**config.mk**
```make
export PLATFORM = sky130hd
export DESIGN_NAME = mem_access_unit
export DESIGN_NICKNAME = d
export VERILOG_FILES = /design/src/rtl/mem_access_unit.sv
export SDC_FILE = /design/constraint.sdc
export NUM_CORES = 1
export LEC_CHECK = 0
export CORE_MARGIN = 2
export CORE_UTILIZATION = 44
export CTS_CLUSTER_SIZE = 16
export DETAILED_ROUTE_END_ITERATION = 16
export GPL_ROUTABILITY_DRIVEN = 0
export HOLD_SLACK_MARGIN = 0.15
export PLACE_DENSITY = 0.81
export SYNTH_ARGS = -nofsm -noshare
export SYNTH_HDL_FRONTEND = slang
export SYNTH_SLANG_ARGS = --single-unit
```
**constraint.sdc**
```tcl
create_clock -name clk -period 2.1 [get_ports clk]
set_input_delay 0.21 -clock clk [delete_from_list [all_inputs] [get_ports clk]]
set_output_delay 0.21 -clock clk [all_outputs]
set_load 0.01 [all_outputs]
```
**src/rtl/mem_access_unit.sv**
```systemverilog
// rtl/mem_access_unit.sv - load/store unit: aligns requests, runs the req/ack bus handshake, extends load data
module mem_access_unit #(
    parameter int unsigned TIMEOUT_CYCLES = 255
) (
    input  logic        clk,
    input  logic        rst_n,
    input  logic        start,
    input  logic [1:0]  mem_op,
    input  logic [2:0]  mem_read_type,
    input  logic [3:0]  mem_write_mask,
    input  logic [31:0] addr,
    input  logic [31:0] wdata,
    output logic        busy,
    output logic        done,
    output logic [31:0] rdata,
    output logic        fault_misalign,
    output logic        fault_timeout,
    output logic        fault_invalid,
    output logic        bus_req,
    output logic        bus_we,
    output logic [31:0] bus_addr,
    output logic [3:0]  bus_wstrb,
    output logic [31:0] bus_wdata,
    input  logic        bus_ack,
    input  logic [31:0] bus_rdata
);
    localparam logic [1:0] OP_NONE  = 2'b00;
    localparam logic [1:0] OP_LOAD  = 2'b01;
    localparam logic [1:0] OP_STORE = 2'b10;
    localparam logic [2:0] RD_BYTE  = 3'b000;
    localparam logic [2:0] RD_HALF  = 3'b001;
    localparam logic [2:0] RD_WORD  = 3'b010;
    localparam logic [2:0] RD_BU    = 3'b100;
    localparam logic [2:0] RD_HU    = 3'b101;
    localparam logic [3:0] WR_BYTE  = 4'b0001;
    localparam logic [3:0] WR_HALF  = 4'b0011;
    localparam logic [3:0] WR_WORD  = 4'b1111;
    localparam logic [7:0] CNT_LAST = 8'(TIMEOUT_CYCLES - 1);

    typedef enum logic [1:0] {S_IDLE, S_BUS, S_DONE} state_t;

    state_t      state_q, state_d;
    logic [7:0]  cnt_q, cnt_d;
    logic [31:0] addr_q, addr_d;
    logic [1:0]  off_q, off_d;
    logic        we_q, we_d;
    logic [3:0]  wstrb_q, wstrb_d;
    logic [31:0] wdata_q, wdata_d;
    logic [2:0]  rtype_q, rtype_d;
    logic [31:0] rdata_q, rdata_d;
    logic        f_inv_q, f_inv_d;
    logic        f_mis_q, f_mis_d;
    logic        f_to_q, f_to_d;

    logic        is_load, is_store, req_half, req_word, req_invalid, req_misalign;
    logic [31:0] lane, load_val;

    always_comb begin
        is_load      = (mem_op == OP_LOAD);
        is_store     = (mem_op == OP_STORE);
        req_half     = (is_load && (mem_read_type == RD_HALF || mem_read_type == RD_HU)) ||
                       (is_store && mem_write_mask == WR_HALF);
        req_word     = (is_load && mem_read_type == RD_WORD) || (is_store && mem_write_mask == WR_WORD);
        req_invalid  = (mem_op == 2'b11) ||
                       (is_load && !(mem_read_type inside {RD_BYTE, RD_HALF, RD_WORD, RD_BU, RD_HU})) ||
                       (is_store && !(mem_write_mask inside {WR_BYTE, WR_HALF, WR_WORD}));
        req_misalign = (req_half && addr[0]) || (req_word && addr[1:0] != 2'b00);
    end

    always_comb begin
        lane = bus_rdata >> {off_q, 3'b000};
        case (rtype_q)
            RD_BYTE: load_val = {{24{lane[7]}}, lane[7:0]};
            RD_HALF: load_val = {{16{lane[15]}}, lane[15:0]};
            RD_BU:   load_val = {24'd0, lane[7:0]};
            RD_HU:   load_val = {16'd0, lane[15:0]};
            default: load_val = lane;
        endcase
    end

    always_comb begin
        state_d = state_q;
        cnt_d   = cnt_q;
        addr_d  = addr_q;
        off_d   = off_q;
        we_d    = we_q;
        wstrb_d = wstrb_q;
        wdata_d = wdata_q;
        rtype_d = rtype_q;
        rdata_d = rdata_q;
        f_inv_d = f_inv_q;
        f_mis_d = f_mis_q;
        f_to_d  = f_to_q;
        case (state_q)
            S_IDLE: if (start) begin
                addr_d  = {addr[31:2], 2'b00};
                off_d   = addr[1:0];
                we_d    = is_store;
                wstrb_d = is_store ? (mem_write_mask << addr[1:0]) : 4'b0000;
                wdata_d = wdata << {addr[1:0], 3'b000};
                rtype_d = mem_read_type;
                cnt_d   = 8'd0;
                f_inv_d = req_invalid;
                f_mis_d = !req_invalid && req_misalign;
                f_to_d  = 1'b0;
                state_d = (mem_op == OP_NONE || req_invalid || req_misalign) ? S_DONE : S_BUS;
            end
            S_BUS: begin
                // An ack on the last permitted cycle still wins over the timeout.
                if (bus_ack) begin
                    if (!we_q) rdata_d = load_val;
                    state_d = S_DONE;
                end else if (cnt_q == CNT_LAST) begin
                    f_to_d  = 1'b1;
                    state_d = S_DONE;
                end else begin
                    cnt_d = cnt_q + 8'd1;
                end
            end
            default: state_d = S_IDLE;
        endcase
    end

    always_ff @(posedge clk) begin
        if (!rst_n) begin
            state_q <= S_IDLE;
            cnt_q   <= '0;
            addr_q  <= '0;
            off_q   <= '0;
            we_q    <= 1'b0;
            wstrb_q <= '0;
            wdata_q <= '0;
            rtype_q <= '0;
            rdata_q <= '0;
            f_inv_q <= 1'b0;
            f_mis_q <= 1'b0;
            f_to_q  <= 1'b0;
        end else begin
            state_q <= state_d;
            cnt_q   <= cnt_d;
            addr_q  <= addr_d;
            off_q   <= off_d;
            we_q    <= we_d;
            wstrb_q <= wstrb_d;
            wdata_q <= wdata_d;
            rtype_q <= rtype_d;
            rdata_q <= rdata_d;
            f_inv_q <= f_inv_d;
            f_mis_q <= f_mis_d;
            f_to_q  <= f_to_d;
        end
    end

    assign busy           = (state_q != S_IDLE);
    assign done           = (state_q == S_DONE);
    assign bus_req        = (state_q == S_BUS);
    assign rdata          = rdata_q;
    assign fault_invalid  = done && f_inv_q;
    assign fault_misalign = done && f_mis_q;
    assign fault_timeout  = done && f_to_q;
    assign bus_we         = we_q;
    assign bus_addr       = addr_q;
    assign bus_wstrb      = wstrb_q;
    assign bus_wdata      = wdata_q;
endmodule

```
==> summary.md <==
| Metric | Value |
|---|---|
| Req. time, crit path | 1.89 ns |
| Filler cells | 914 |
| Clock Sinks | 117 |
| Reg2reg start | cnt_q[0] |
| Fraction of layout cells with a size suffix above 1 | 0.107 |
| Layout Cells excl Fill | 1,000 |
| TNS Setup | 0 ns |
| Worst-Skew Late Latency | 0.42 ns |
| Routed Wire Length | 17,600 um |
| Final net count | 951 |
| Synth cell count leaders | dfxtp_1 (117), nand2_1 (112), a21oi_1 (94) |
| Core footprint | 12,000 sq um |
| Min cycle time layout | 2.02 ns |
| Worst VDD drop | 0.599 mV |
| Reg2reg path depth | 6 |
| Share of the synthesized area in the top cell type | 0.432 |
| Post-cts hold buffer count | 0 |
| WHS Endpoint | off_q[0] |
| RSZ-0062 raised after global routing | no |
| Clk pin slew, worst setup/hold paths | 0.05 ns |
| Distinct cells, synth | 61 |
| Crit path DAT | 1.81 ns |
| DR pass1 iterations | 7 |
| Drt drc | 0 |
| Reg2reg end | cnt_q[2] |
| Pleak | 3.11 nW |
| Asr flop ratio synth | 0 |
| Htree depth | 4 |
| Slew HR | 0.455 |
| Leading area contributor after synthesis | dfxtp_1 |
| Reg2Reg Setup Slack | 0.20 ns |
| Initial antenna violation count | 0 |
| Final setup viols | 0 |
| Final Cycle Share | 0.963 |
| Worst setup EP type | primary output |
| ANT nets after route | 0 |
| Post-synthesis cell area | 5420 sq um |
| Hpwl dp | 12,700 um |
| Clk buf depth | 2 |
| Dpl cells | 968 |
| Vias | 5,719 |
| Hold Path Class | in -> reg |
| Final Slew Violations | 0 |
| Hold Path Depth | 3 |
| First-pass GRT wire length | 27,500 um |
| Max cap viols | 0 |
| CP Launch Type | flip-flop |
| Syn_area_per_cell | 8.51 sq um |
| Post-synth top flop | dfxtp_1 |
| Worst Setup Path Type | reg -> out |
| Most frequent cell after synthesis | dfxtp_1 |
| Avg WL per Cell | 17.6 um |
| CTS tree | yes |
| Placement row count | 40 |
| Final hold viol count | 0 |
| HP Start | addr[0] |
| Starting density of the core | 0.451 |
| Outcome | finished clean |
| Area delta synth->final | 52.0% |
| Port bufs | 213 |
| Drt initial violations | 516 |
| Placed cell area | 7700 sq um |
| Measured slew at the worst slew-check pin | 0.817 ns |
| Diodes inserted | 0 |
| Largest net degree at the start of global routing | 62 |
| GRT Overall Usage | 0.265 |
| Die ar. | 13,200 sq um |
| Die width | 115 um |
| DIE HEIGHT | 115 um |
| Vias in the first global route | 5,682 |
| Max Fclk | 494 MHz |
| Post-synth EDFFs | 0 |
| Synthesis Warnings | 0 |
| I/O pin count | 216 |
| Synth Instances | 637 |
| Fin util | 0.686 |
| Yosys reg bits | 117 |
| Worst-path maximum fanout | 6 |
| Vias/cell | 5.72 |
| Seq. cell area | 2340 sq um |
| Post-route design area | 8240 sq um |
| Num CTS Buffers | 17 |
| Post-synthesis sequential area ratio | 0.432 |
| Worst Skew | 0.00768 ns |
| Root Driver | clkbuf_16 |
| Final global-route overflow total | 0 |
| Area occupied by multi-input gates | 2800 sq um |
| Power density cells | 746 nW/um^2 |
| Synth area leaders | dfxtp_1 (43%), a21oi_1 (8.7%), nand2_1 (7.8%) |
==> logic make-up (layout without fill, tap and decap cells) <==
kind of cell               after synthesis  count (layout)  synth area share
xor gates and xnor gates                 1               1           0.00162
AOI/OAI and AO/OA                      202             202             0.229
other                                    1               2          0.000692
adders and majority gates                2               2           0.00462
DFF                                    117             117             0.432
and+or+nand+nor                        196             196             0.170
buffers and inverters                   64             279            0.0547
muxes                                   54              54             0.107
==> how the worst max path moves through the flow <==
stage | startpoint | to | slack [ns] | depth (start not counted)
after CTS | state_q[1] | fault_timeout | 0.02 | 3
after floorplan | cnt_q[0] | cnt_q[4] | 0.38 | 6
after detailed placement | start | bus_wdata[3] | 0.03 | 5
after global routing | state_q[1] | fault_timeout | 0.009 | 3
after global placement | start | bus_wdata[7] | 0.08 | 5
final | state_q[1] | fault_timeout | 0.08 | 3
==> layout make-up <==
type / count / area share
Clock buffer: 21 / 0.0547
Inverter: 10 / 0.00455
Tap cell: 147 / 0.0223
Multi-Input combinational cell: 457 / 0.339
Sequential cell: 117 / 0.284
Clock inverter: 11 / 0.0103
Timing Repair Buffer: 237 / 0.285
==> flip-flops by register name (all words and copies together) (netlist names) <==
name and count:
f_to_q 1, bus_we 1, off_q 2, bus_wdata 32, bus_wstrb 4, f_inv_q 1
f_mis_q 1, rtype_q 3, bus_addr 30, cnt_q 8, state_q 2, rdata 32
==> through the flow <==
stage	setup slack (ns)	total power (W)	hold WS [ns]
floorplan	0.380	0.00296	0.336
global placement	0.0791	0.00350	0.441
detailed placement	0.0288	0.00353	0.449
CTS	0.0190	0.00616	0.200
global route	0.00896	0.00638	0.228
finish	0.0770	0.00615	0.215
==> layer usage <==
metal	wire length, um	part of all wire	global-route usage	vias to the layer above
met4	413	0.023	0.111	0
met3	1700	0.096	0.0949	38
li1	-	-	-	2693
met5	0	0	0	-
met1	6870	0.39	0.298	2695
met2	8640	0.49	0.454	293
==> critical path, cell delays in order (launching register included) <==
cell	delay, ns
dfxtp_1	0.46
nor2b_2	0.24
and2_1	0.16
clkdlybuf4s50_1	0.54
==> report_power, final <==
group | switching (W) | internal (W) | leakage [nW]
registers | 0.0000694 | 0.00233 | 0.954
logic | 0.000537 | 0.000571 | 1.90
clock network | 0.00101 | 0.00163 | 0.266
total | 0.00162 | 0.00453 | 3.11
==> layout by cell type (no fill, tap or decap), drive strengths merged, types with 3 or more instances in the layout <==
master         Yosys  final
mux2              23     23
a211oi             3      3
mux2i             30     30
clkdlybuf4s50      0    212
a22oi              4      4
and2               6      6
inv                8      8
nor2              21     21
buf               31     25
nor2b             10     10
nand4              6      6
nor3              10     10
dfxtp            117    117
clkinv             2     10
a21oi             94     94
and3               4      4
nand2            113    113
a221oi             8      8
nand3             10     10
clkbuf            23     21
o211ai            13     13
a31oi              3      3
o21ai             34     34
o21a               3      3
a22o              16     16
o22ai              4      4
o2bb2ai            7      7
==> repair_timing <==
| action | 4_1_cts | 5_1_grt |
|---|---|---|
| hold endpoints to repair | 0 | 0 |
| gates resized for setup | 1 | 2 |
| buffers inserted | 0 | 0 |
| pin swaps | 0 | 0 |
| endpoints found under the setup margin | 1 | 4 |
Power figures use the tool's default switching activity.
